==> config.mk <==
export PLATFORM = sky130hd
export DESIGN_NAME = dram_cmd_timing
export DESIGN_NICKNAME = d
export VERILOG_FILES = /design/src/rtl/dram_pkg.sv /design/src/rtl/dram_refresh_timer.sv /design/src/rtl/dram_cmd_timing.sv
export SDC_FILE = /design/constraint.sdc
export NUM_CORES = 1
export LEC_CHECK = 0
export ABC_AREA = 1
export CORE_ASPECT_RATIO = 0.8
export CORE_MARGIN = 2
export CORE_UTILIZATION = 60
export CTS_BUF_LIST = sky130_fd_sc_hd__clkbuf_8
export CTS_CLUSTER_SIZE = 12
export DETAILED_ROUTE_END_ITERATION = 8
export PLACE_DENSITY_LB_ADDON = 0.05
export REMOVE_ABC_BUFFERS = 1
export SETUP_SLACK_MARGIN = 0.2
export SYNTH_ARGS = -nofsm -noshare
export SYNTH_HDL_FRONTEND = slang
export SYNTH_HIERARCHICAL = 1
export SYNTH_SLANG_ARGS = --single-unit
==> constraint.sdc <==
create_clock -name clk -period 4 [get_ports clk]
set_input_delay 0.8 -clock clk [delete_from_list [all_inputs] [get_ports clk]]
set_output_delay 0.8 -clock clk [all_outputs]
set_load 0.005 [all_outputs]
==> src/rtl/dram_pkg.sv <==
// Shared DRAM command encodings and controller FSM states.
package dram_pkg;

   typedef enum logic [1:0] {
      CMD_ACT = 2'b00,
      CMD_COL = 2'b01,
      CMD_REF = 2'b10,
      CMD_PRE = 2'b11
   } dram_cmd_e;

   typedef enum logic [1:0] {
      StIdle,
      StIssue,
      StWait,
      StRelease
   } dram_state_e;

   function automatic int unsigned max_u(input int unsigned a, input int unsigned b);
      return (a > b) ? a : b;
   endfunction

endpackage

==> src/rtl/dram_refresh_timer.sv <==
// Refresh-interval timer: raises a sticky refresh_flag after T_REFI enabled cycles.
// `DRAM_REF_OVERRUN_EN adds refresh_overrun, set when a second interval passes unserviced.
module dram_refresh_timer #(
   parameter int unsigned T_REFI = 64
) (
   input  logic clk,
   input  logic rst_b,
   input  logic count_en,
   input  logic reload,
   output logic refresh_flag
`ifdef DRAM_REF_OVERRUN_EN
   ,
   output logic refresh_overrun
`endif
);

   localparam int unsigned CntW = $clog2(T_REFI) + 1;
   localparam logic [CntW-1:0] CntInit = CntW'(T_REFI - 1);

   logic [CntW-1:0] cnt_q;
   logic            flag_q;

   // Reload has priority so an expiry on the REF ack edge is absorbed.
   always_ff @(posedge clk or posedge rst_b) begin
      if (rst_b) begin
         cnt_q  <= CntInit;
         flag_q <= 1'b0;
      end else if (reload) begin
         cnt_q  <= CntInit;
         flag_q <= 1'b0;
      end else if (count_en) begin
         if (cnt_q == '0) begin
            flag_q <= 1'b1;
         end else begin
            cnt_q <= cnt_q - CntW'(1);
         end
      end
   end

   assign refresh_flag = flag_q;

`ifdef DRAM_REF_OVERRUN_EN
   logic [CntW-1:0] ovr_cnt_q;
   logic            ovr_q;

   // Second interval only runs while the first one is pending.
   always_ff @(posedge clk or posedge rst_b) begin
      if (rst_b) begin
         ovr_cnt_q <= CntInit;
         ovr_q     <= 1'b0;
      end else if (reload || !flag_q) begin
         ovr_cnt_q <= CntInit;
      end else if (count_en) begin
         if (ovr_cnt_q == '0) begin
            ovr_q <= 1'b1;
         end else begin
            ovr_cnt_q <= ovr_cnt_q - CntW'(1);
         end
      end
   end

   assign refresh_overrun = ovr_q;
`endif

endmodule

==> src/rtl/dram_cmd_timing.sv <==
// DRAM command timing controller: issues one command, waits its timing parameter, then acks.
// `DRAM_REF_OVERRUN_EN adds the refresh_overrun output.
module dram_cmd_timing
   import dram_pkg::*;
#(
   parameter int unsigned T_RCD  = 3,
   parameter int unsigned T_CCD  = 2,
   parameter int unsigned T_RP   = 3,
   parameter int unsigned T_RFC  = 8,
   parameter int unsigned T_REFI = 64
) (
   input  logic       clk,
   input  logic       rst_b,
   input  logic       cmd_req,
   input  logic [1:0] cmd,
   input  logic       count_en,
   output logic       cmd_ack,
   output logic       refresh_flag,
   output logic       dram_cmd_valid,
   output logic [1:0] dram_cmd,
   output logic       busy
`ifdef DRAM_REF_OVERRUN_EN
   ,
   output logic       refresh_overrun
`endif
);

   localparam int unsigned TMax  = max_u(max_u(T_RCD, T_CCD), max_u(T_RP, T_RFC));
   localparam int unsigned WaitW = $clog2(TMax) + 1;

   if (T_RCD == 0 || T_CCD == 0 || T_RP == 0 || T_RFC == 0 || T_REFI == 0) begin : g_param_check
      $error("dram_cmd_timing: every timing parameter must be at least 1");
   end

   dram_state_e      state_q;
   dram_cmd_e        cmd_q;
   logic [WaitW-1:0] wait_q;
   logic [WaitW-1:0] t_sel;
   logic             ack_q;
   logic             valid_q;
   logic             ack_set;
   logic             ref_done;

   // ack is asserted in the final WAIT cycle, T_x cycles after the issue strobe.
   always_comb begin
      t_sel = WaitW'(T_RCD);
      unique case (cmd_q)
         CMD_ACT: t_sel = WaitW'(T_RCD);
         CMD_COL: t_sel = WaitW'(T_CCD);
         CMD_PRE: t_sel = WaitW'(T_RP);
         CMD_REF: t_sel = WaitW'(T_RFC);
      endcase
      ack_set  = ((state_q == StIssue) && (t_sel == WaitW'(1))) ||
                 ((state_q == StWait) && (wait_q == WaitW'(1)));
      ref_done = ack_set && (cmd_q == CMD_REF);
   end

   always_ff @(posedge clk or posedge rst_b) begin
      if (rst_b) begin
         state_q <= StIdle;
         cmd_q   <= CMD_ACT;
         wait_q  <= '0;
         ack_q   <= 1'b0;
         valid_q <= 1'b0;
      end else begin
         ack_q   <= ack_set;
         valid_q <= 1'b0;
         unique case (state_q)
            StIdle: begin
               if (cmd_req) begin
                  cmd_q   <= dram_cmd_e'(cmd);
                  valid_q <= 1'b1;
                  state_q <= StIssue;
               end
            end
            StIssue: begin
               wait_q  <= t_sel - WaitW'(1);
               state_q <= StWait;
            end
            StWait: begin
               if (wait_q == '0) begin
                  state_q <= StRelease;
               end else begin
                  wait_q <= wait_q - WaitW'(1);
               end
            end
            StRelease: begin
               if (!cmd_req) begin
                  state_q <= StIdle;
               end
            end
         endcase
      end
   end

   assign cmd_ack        = ack_q;
   assign dram_cmd_valid = valid_q;
   assign dram_cmd       = cmd_q;
   assign busy           = (state_q != StIdle);

   dram_refresh_timer #(
      .T_REFI(T_REFI)
   ) u_refresh_timer (
      .clk          (clk),
      .rst_b        (rst_b),
      .count_en     (count_en),
      .reload       (ref_done),
      .refresh_flag (refresh_flag)
`ifdef DRAM_REF_OVERRUN_EN
      ,
      .refresh_overrun(refresh_overrun)
`endif
   );

endmodule

* Word level (Yosys, flattened, before mapping) *
Cells that the tools add are included.

word-level totals
  ROM bits = 0
  latch bits = 0
  bits in registers = 18
  input bits = 6
  output and inout port bits = 6
  bits in writable memories = 0
  memories = 0
  word-level logic and storage cells = 56

cells by class
  multipliers = 0
  shift-type cells = 0
  div/mod/pow operators = 0
  bitwise gates (word level) = 0
  $add $sub $neg = 3
  multiplexer cells = 15
  $lt $le $gt $ge = 0
  reduce and logical (&&, ||, !) cells = 18
  equality and inequality tests = 13

operators with widths
  operator               number
  $mux W7                3
  $pmux W4 S3            1
  $eq A2 B2 Y1 const B   4
  $eq A4 B1 Y1 const B   2
  $ne A2 B2 Y1 const B   4
  $pmux W2 S4            1
  $pmux W4 S2            1
  $reduce_and A2 Y1      4
  $reduce_bool A2 Y1     4
  $sub A4 B1 Y4 const B  2
  $logic_not A7 Y1       1
  $sub A7 B1 Y7 const B  1
  $mux W2                3
  $mux W1                5
  $eq A2 B1 Y1 const B   2
  $logic_not A2 Y1       2
  $logic_not A4 Y1       1
  $mux W4                1
  $logic_and A1 B1 Y1    3
  $reduce_and A3 Y1      1
  $ne A2 B1 Y1 const B   1
  $reduce_or A2 Y1       1
  $logic_or A1 B1 Y1     1

* Longest topological paths before layout *
Gate-level depths: netlist (run 1).

  word-level depth = 9
  mapped depth = 11
  mapped depth without buffers = 11

* Hierarchy *
The synthesis (run 1) kept the hierarchy.

by module, submodules not included
  module              area an instance (µm²)  seq. area each (µm²)  instances  cells an instance
  dram_cmd_timing     684.4                   250.2                 1          89
  dram_refresh_timer  515.5                   207.7                 1          68

* Worst setup path after synthesis (run 1) *
No wires, ideal clock.

  kind = flip-flop to flip-flop
  start = register state_q[0]
  end = register u_refresh_timer.cnt_q[0]
  clock period less this slack = 1.824 ns
  arrival time = 1.745 ns
  path buffers = 1
  setup slack = 2.176 ns
  stages on the path, launching flop included = 9
  data required time = 3.921 ns
  setup time = 0.079 ns
  path through = dfrtp_1 > inv_1 > ha_1 > buf_6 > nand3_1 > a21oi_1 > nor2_1 > o21bai_4 > o21ai_0

between the ends
  word-level cells in the longest chain between the ends = 6
  elaborated cells on any way between the ends = 10
  those cells by class = eq/ne: 3; mux: 1; reduce/logical: 6

RTL lines
  item                                                                 line                                          text
  start: declaration                                                   dram_cmd_timing.sv:35                         dram_state_e state_q;
  start signal: assignment                                             dram_cmd_timing.sv:60                         state_q <= StIdle;
  start signal: assignment                                             dram_cmd_timing.sv:73                         state_q <= StIssue;
  start signal: assignment                                             dram_cmd_timing.sv:78                         state_q <= StWait;
  $eq A2 B1 Y1 or $eq A2 B2 Y1 (tied branches)                         dram_cmd_timing.sv:53, dram_cmd_timing.sv:54
  $logic_and A1 B1 Y1 (on tied branches)                               dram_cmd_timing.sv:53, dram_cmd_timing.sv:54
  $logic_or A1 B1 Y1 (*)                                               dram_cmd_timing.sv:53                         ack_set = ((state_q == StIssue) && (t_sel == WaitW'(1))) ||
  $logic_and A1 B1 Y1 (*)                                              dram_cmd_timing.sv:55                         ref_done = ack_set && (cmd_q == CMD_REF);
  named net ref_done                                                   dram_cmd_timing.sv:42                         logic ref_done;
  $ne A2 B2 Y1 (no source line) or $reduce_bool A2 Y1 (tied branches)  -
  $reduce_and A2 Y1 (no source line)                                   -
  end signal: assignment                                               dram_refresh_timer.sv:26                      cnt_q <= CntInit;
  end signal: assignment                                               dram_refresh_timer.sv:29                      cnt_q <= CntInit;
  end signal: assignment                                               dram_refresh_timer.sv:35                      cnt_q <= cnt_q - CntW'(1);
  end: declaration                                                     dram_refresh_timer.sv:20                      logic [CntW-1:0] cnt_q;

Mark *: on every way through the listed nets, which the timed path passes. The rest lies on a longest branch.
A chain may end at the register's enable or synchronous reset.

* Worst setup path after layout (run 1) *
  start = register state_q[1]
  end = output busy

between the ends
  word-level cells in the longest chain between the ends = 1

RTL lines
  item                line                   text
  $reduce_bool A2 Y1  dram_cmd_timing.sv:99  assign busy = (state_q != StIdle);
  end: declaration    dram_cmd_timing.sv:21  output logic busy

Every way passes these cells.

==> results of run 1 <==
-- final timing paths --
kind	from	end	cells after the start
max reg2reg	state_q[0]	u_refresh_timer/cnt_q[5]	9
max in group asynchronous	rst_b	wait_q[3]	2
min reg2reg	u_refresh_timer/cnt_q[5]	u_refresh_timer/cnt_q[5]	2
min in group asynchronous	rst_b	u_refresh_timer/cnt_q[6]	2
min	u_refresh_timer/cnt_q[5]	u_refresh_timer/cnt_q[5]	2
max	state_q[1]	busy	4
-- flip-flops by register name (all words and copies together) (netlist names) --
name	cells
cmd_ack	1
dram_cmd	2
dram_cmd_valid	1
state_q	2
u_refresh_timer/cnt_q	7
u_refresh_timer/refresh_flag	1
wait_q	4
-- metrics by stage --
stage | utilization, % | area (sq um) | std cells | hold WS [ns] | setup slack, ns
floorplan | - | 1190 | 156 | 0.466 | 2.10
detailed placement | 70.2 | 1330 | 191 | 0.489 | 1.86
finish | 72.4 | 1370 | 194 | 0.503 | 1.65
CTS | 72.4 | 1370 | 194 | 0.501 | 1.64
global route | 72.4 | 1370 | 194 | 0.523 | 1.56
global placement | 70.2 | 1330 | 191 | 0.483 | 1.96
-- logic make-up (layout without fill, tap and decap cells) --
family | after synthesis | after routing | share of synthesized area (%)
AND/OR/NAND/NOR | 86 | 86 | 33.0
AO/OA/AOI/OAI | 12 | 12 | 6.67
flip-flops | 18 | 18 | 38.2
adder cells (fa/ha/maj) | 12 | 12 | 12.5
buffers and inverters | 29 | 42 | 9.70
-- layer usage --
layer	vias up	share of wire, %	GRT usage (%)
met5	-	0	0
met4	0	2.2	12.0
met3	4	4.7	5.17
met2	25	44	40.7
met1	441	49	36.0
li1	516	-	-
-- report_power, final --
part           switching, mW  internal [mW]  total, mW
logic                  0.345          0.243      0.588
registers             0.0820          0.288      0.370
clock network         0.0591         0.0670      0.126
total                  0.487          0.597       1.08
-- placed cells by master, fill, tap and decap left out, drive strengths merged, types with 3 or more instances in the layout --
master | netlist | final
inv | 28 | 28
o21ai | 8 | 8
nor2 | 16 | 16
dfrtp | 12 | 12
ha | 12 | 12
nand4 | 3 | 3
nand3 | 17 | 17
clkbuf | 0 | 3
nand2 | 45 | 45
clkdlybuf4s50 | 0 | 11
dfstp | 6 | 6
-- cell type report --
type / count / area share (%)
Multi-Input combinational cell: 110 / 45.7
Clock buffer: 3 / 3.01
Sequential cell: 18 / 33.4
Tap cell: 24 / 2.19
Timing Repair Buffer: 11 / 8.04
Inverter: 28 / 7.67
-- critical path: stages (launching register included) --
cell and delay [ns]:
sky130_fd_sc_hd__dfrtp_1 0.42, sky130_fd_sc_hd__inv_1 0.11, sky130_fd_sc_hd__ha_1 0.21, sky130_fd_sc_hd__inv_1 0.07, sky130_fd_sc_hd__clkdlybuf4s50_1 0.49
==> summary by stage, run 1 <==
Routing
After detailed routing, the number of remaining DRC violations is 0. The via count of the routed design is 986. The number of vias per cell is 5.08. The number of optimization iterations in the first detailed-route pass is 4. The final wirelength is 2.41 mm. The number of antenna-violating nets in the routed design is 0. The initial DRC count is 25. The wire length per cell is 12.4 um.

Cells and area
Summing all flip-flop and latch instances after layout gives 458 sq um. The final net count is 190. The area growth from synthesis to layout is 14.2%. Fill cells in the final layout number 157. Summing all multi-input logic gate instances after layout gives 626 sq um. In the final layout, the share of cells above drive strength 1 is 11.8%. The number of diodes added for antenna fixing is 0.

STA
The number of hold violations in the final report is 0. Between clock sinks in the finished design, the worst skew comes to 0.00263 ns. The setup total negative slack is 0 ns. The final critical-path share of the clock period is 58.9%. In this run the tightest slew margin relative to its limit is 61.1%.

The transition time at the pin with the least slew margin is 0.583 ns. Setup repair after global routing left no endpoint under its margin. After layout, the minimum clock period comes to 2.35 ns.

The max-slew violation count is 0. Derived from the worst setup path, the maximum achievable clock frequency is 0.425 GHz. Setup violations remaining at the end of the flow were counted as 0.

Placement
Detailed placement finished with a half-perimeter wire length of 1.89 mm. The number of buffers inserted by port buffering is 11. The final estimated routing congestion in global placement is 0.804.

Die
The floorplan step set the die height to 44 um. In this run the core area contains 14 standard-cell rows. During I/O placement, the number of pins put on the boundary was 12.

The die is 54.0 um wide. The placeable core area is 1890 sq um. The die covers 2380 sq um. Once the floorplan was initialized, standard cells occupied 63.4% of the core.

Synth
The most common flop cell mapped by yosys is sky130_fd_sc_hd__dfrtp_1. After synthesis, the cell types taking the most area are sky130_fd_sc_hd__dfrtp_1 25%, sky130_fd_sc_hd__dfstp_2 13%, sky130_fd_sc_hd__nand2_1 13%, sky130_fd_sc_hd__ha_1 13%, sky130_fd_sc_hd__inv_1 8.1%. The share of synthesized registers carrying an async set or reset is 100%. The number of instances in the synthesized netlist is 157.

The Yosys step of the flow raised 6 warnings. The biggest area contributor in the post-synthesis netlist is sky130_fd_sc_hd__dfrtp_1. Yosys instantiated no cell more often than sky130_fd_sc_hd__nand2_1. Dividing the synthesized area by the synthesized cell count gives 7.64 sq um.

The count of unique library cells instantiated by Yosys is 23. Counting instances in the post-synthesis netlist gives the leading cell types as 42 x sky130_fd_sc_hd__nand2_1, 26 x sky130_fd_sc_hd__inv_1, 16 x sky130_fd_sc_hd__nand3_1, 13 x sky130_fd_sc_hd__nor2_1. After synthesis, flip-flops and latches occupy 38.2% of the total area. The mapped netlist covers 1200 sq um. In this run the biggest area consumer among cell types represents 25.0% of the synthesized area. The total of flip-flops plus latches after synthesis is 18. The number of enable flip-flop cells after synthesis is 0.

Clock network
In this run the deepest clock path goes through 2 buffers. The number of H-tree levels is 1. The cell at the root of the clock tree is sky130_fd_sc_hd__clkbuf_8. The post-cts gate resize count is 0. In this run the post-CTS setup repair buffer count came out at 0.

TritonCTS built the clock tree. CTS saw 18 sinks. The clock reaches the later pin of the worst-skew pair after 0.25 ns.

Buffers inserted to repair hold after CTS numbered 0. After clock tree synthesis, the clock-pin slew on the worst setup and hold paths is 0.07 ns. The number of buffers inserted during clock tree synthesis is 3.

Min path
The tightest min-delay check is of the reg2reg type.

Setup path
The signal arrival time at the worst endpoint is 1.55 ns. The setup slack on the worst flop-to-flop path is 1.84 ns. The kind of critical path is reg2out. The critical path startpoint category is a register. At the worst endpoint, the required time is 3.20 ns.

The worst setup path is captured at an output pin. The maximum net fanout on the critical path is 4.

GRT
Global routing used 26.5% of the available tracks. The maximum number of pins on one net before global-route repair is 11. The number of antenna violations at the first check in global routing came to 0. The first-pass GRT wire length is 4.44 mm.

The number of global-route vias before repair is 986. The total global routing overflow is 0.

Pwr
The design draws 1.08 mW. The leakage power figure is 0.732 nW. The peak ir drop on the vdd network is 0.000595 V. Dividing total power by cell area gives a power density of 791 nW/um^2.

Flow run
The number of max-cap violations is 0.

Outcome
The run finished with clean final reports.
No activity file was read; power rests on OpenSTA's default activity.
==> run 2: changes to the inputs <==
- CORE_UTILIZATION: 60 -> 58
- clock period: 4 -> 2.2 ns (I/O delays scaled with it)
==> summary by stage, run 2 (synthesis results as in run 1) <==
Routing
The wire length per cell was 12.2 um (-1.2%). The initial DRC count came to 42 (+68%). The number of antenna-violating nets in the routed design was 0 (unchanged). The number of vias per cell came to 5.14 (+1.1%). The final wirelength came to 2.41 mm (+0.29%). The via count of the routed design is 1,012 (+2.6%).

The number of optimization iterations in the first detailed-route pass came to 4 (unchanged). The DRC violations left is 0 (unchanged).

Cells and area
The area growth from synthesis to layout is 16.3%. The final non-filler cell area came to 1400 sq um (+1.8%). The top cell types in the final layout, fill and taps aside, are 42 x sky130_fd_sc_hd__nand2_1, 26 x sky130_fd_sc_hd__inv_1, 16 x sky130_fd_sc_hd__nand3_1. The register with the most flip-flops in the final layout is u_refresh_timer/cnt_q. The most common library cell in the layout ignoring fill and taps is sky130_fd_sc_hd__nand2_1. The final net count is 193 (+1.6%).

The fraction of final layout cells sized beyond drive strength 1 came to 13.9% (+2.1 points). The count of fill cells added during filler insertion came to 163 (+3.8%). The flip-flop count of the largest register, all copies and words added is 7 (unchanged). The register area came to 458 sq um (unchanged). The area of combinational cells with multiple inputs came to 628 sq um (+0.40%). The share of the core filled with cells is 73.1% (+0.65 points).

The largest registers in the layout are u_refresh_timer/cnt_q x7, wait_q x4. The number of diodes added for antenna fixing is 0 (unchanged).

STA
The worst hold margin is 0.479 ns (-0.0239 ns). In the finished design, the share of the clock period the worst path needs comes to 85.9%. The worst relative slew slack is 72.5% (+11 points).

The worst path needs 1.89 ns of the cycle, external delays included. The max-slew violation count is 0 (unchanged). Setup repair after global routing left no endpoint under its margin.

The final count of negative-setup-slack endpoints is 0 (unchanged). The worst setup skew after layout is 0.000555 ns (-0.00207 ns). Derived from the worst setup path, the maximum achievable clock frequency is 0.529 GHz.

The number of hold violations in the final report is 0 (unchanged). The setup total negative slack is 0 ns (unchanged). The transition time at the pin with the least slew margin is 0.412 ns (-0.171 ns).

GRT
The first-pass GRT wire length was 4.14 mm (-6.7%). The total global routing overflow is 0 (unchanged). The number of global-route vias before repair is 941 (-4.6%). The global-route usage over all layers is 24.5% (-2.0 points). The maximum number of pins on one net before global-route repair is 11 (unchanged). The number of antenna violations at the first check in global routing is 0 (unchanged).

Setup path
The setup path with the least slack is of type reg2out. The worst reg2reg path depth is 8 (-1). The delay contributed by the slowest stage of the critical path is 0.49 ns (about the same). The setup slack on the worst flop-to-flop path is 0.38 ns (-1.46 ns). The critical path's slowest cell is sky130_fd_sc_hd__clkdlybuf4s50_1. The cell type group with the largest total delay on the critical path is buffers and inverters. The type of element capturing the critical path is an output pin. In this run the critical register-to-register path is captured at u_refresh_timer/cnt_q[0]. The critical path data required time is 1.76 ns (-1.44 ns). The maximum net fanout on the critical path is 3 (-1). The critical path starts at state_q[1]. By instance count, the cell type seen most on the critical path is sky130_fd_sc_hd__inv_1.

Following the worst setup path forward leads to its endpoint at busy. The cell count along the critical path came to 4 (unchanged). The signal arrival time at the worst endpoint is 1.45 ns (-0.10 ns). The worst setup path is launched from a register. The startpoint of the worst-slack reg-to-reg timing path is state_q[0].

The critical path goes through inv_1 > ha_2 > inv_1 > clkdlybuf4s50_1. The count of buffering cells on the critical path with inverters included is 3 (unchanged).

Clock network
The maximum root-to-sink buffer count is 2 (unchanged). The clock latency on the worst-skew pair is 0.25 ns (about the same). The total of hold buffers inserted after clock tree synthesis is 0 (unchanged). TritonCTS built the clock tree. The cell at the root of the clock tree is sky130_fd_sc_hd__clkbuf_8. The number of buffers inserted during clock tree synthesis is 3 (unchanged). The number of H-tree levels was 1 (unchanged). The number of sinks on the clock net is 18 (unchanged). The clock transition at the registers of the reported paths is 0.06 ns (about the same).

Pwr
The leakage power figure is 0.746 nW (+1.9%). The combinational fraction of design power is 55.3% (+1.0 points). The net switching power is 0.889 mW (+83%). The peak ir drop on the vdd network is 0.000852 V (+43%). The total internal power came to 1.11 mW (+86%).

The clock share of power is 11.3% (-0.3 points). The proportion of power drawn by flip-flops and latches came to 33.4% (-0.7 points). The power density over the cells is 1430 nW/um^2 (+81%). The switching part of the total is 44.4% (-0.48 points).

Die
The I/O pin total is 12 (unchanged). The full die area is 2450 sq um (+3.2%). The horizontal die dimension is 54.9 um (+1.6%). The standard-cell row count was 14 (unchanged). The placeable core area is 1910 sq um (+0.93%). The height of the chip was 44.7 um (+1.5%). The starting density of the core was 62.8% (-0.58 points).

Placement
The sum of net half-perimeters after detailed placement is 1.83 mm (-3.4%). The placed cell area is 1340 sq um (+0.57%). The number of buffers inserted by port buffering was 11 (unchanged). The final estimated routing congestion in global placement is 0.818 (+1.7%).

Flow run
The number of max-cap violations came to 0 (unchanged).

Outcome
The flow ran to the end, and the final reports show no timing, DRC or antenna violations.

Min path
The path type of the worst min-delay path is in2async.
[run 2: changes by cell type in the layout (fill, tap and decap cells not counted), sizes merged]
cell,previous run,this run
buf,0,3
[run 2: worst min-delay path by stage]
stage,startpoint,endpoint,cells past startpoint
final,rst_b,u_refresh_timer/cnt_q[6],2
after global routing,rst_b,u_refresh_timer/cnt_q[6],2
after CTS,rst_b,u_refresh_timer/refresh_flag,2
after detailed placement,u_refresh_timer/refresh_flag,u_refresh_timer/refresh_flag,2
after global placement,u_refresh_timer/cnt_q[0],u_refresh_timer/cnt_q[0],2
after floorplan,rst_b,u_refresh_timer/cnt_q[6],1
[run 2: stage by stage]
stage / std cells / worst slack [ns] / power [mW]
2_1_floorplan: 156 / 0.300 / 1.41
3_3_place_gp: 192 / 0.458 / 1.68
3_5_place_dp: 192 / 0.354 / 1.73
4_1_cts: 195 / 0.218 / 1.97
5_1_grt: 197 / 0.226 / 2.22
6_report: 197 / 0.310 / 2.00
[run 2: layout make-up]
type | instances | area share [%]
multi-input combinational | 110 | 45.0
sequential | 18 | 32.8
timing repair buffer | 14 | 9.51
inverter | 28 | 7.53
clock buffer | 3 | 2.96
tap | 24 | 2.15
[run 2: repair_timing]
action,in CTS,in global routing
setup buffers,0,2
gates resized for setup,0,1
endpoints found under the setup margin,0,5
[run 2: power groups by stage]
stage                     Clock (mW)  Sequential (mW)  Combinational [mW]
after detailed placement           0            0.677                1.05
after floorplan                    0            0.642               0.772
after global placement             0            0.663                1.02
after global routing           0.249            0.685                1.28
final                          0.226            0.668                1.11
after CTS                      0.229            0.674                1.06
[run 2: metal layers]
metal  track usage, %  vias up  part of all wire, %
met2             37.1       27                   44
met5                0        -                    0
li1                 -      520                    -
met3             7.43        2                  5.1
met4             5.00        0                 0.37
met1             34.3      463                   50
==> run 3: changes to the inputs <==
- SKIP_LAST_GASP: default -> 1
==> results of run 3 <==
No change in the layout: final DEF, timing and power equal those of run 2.
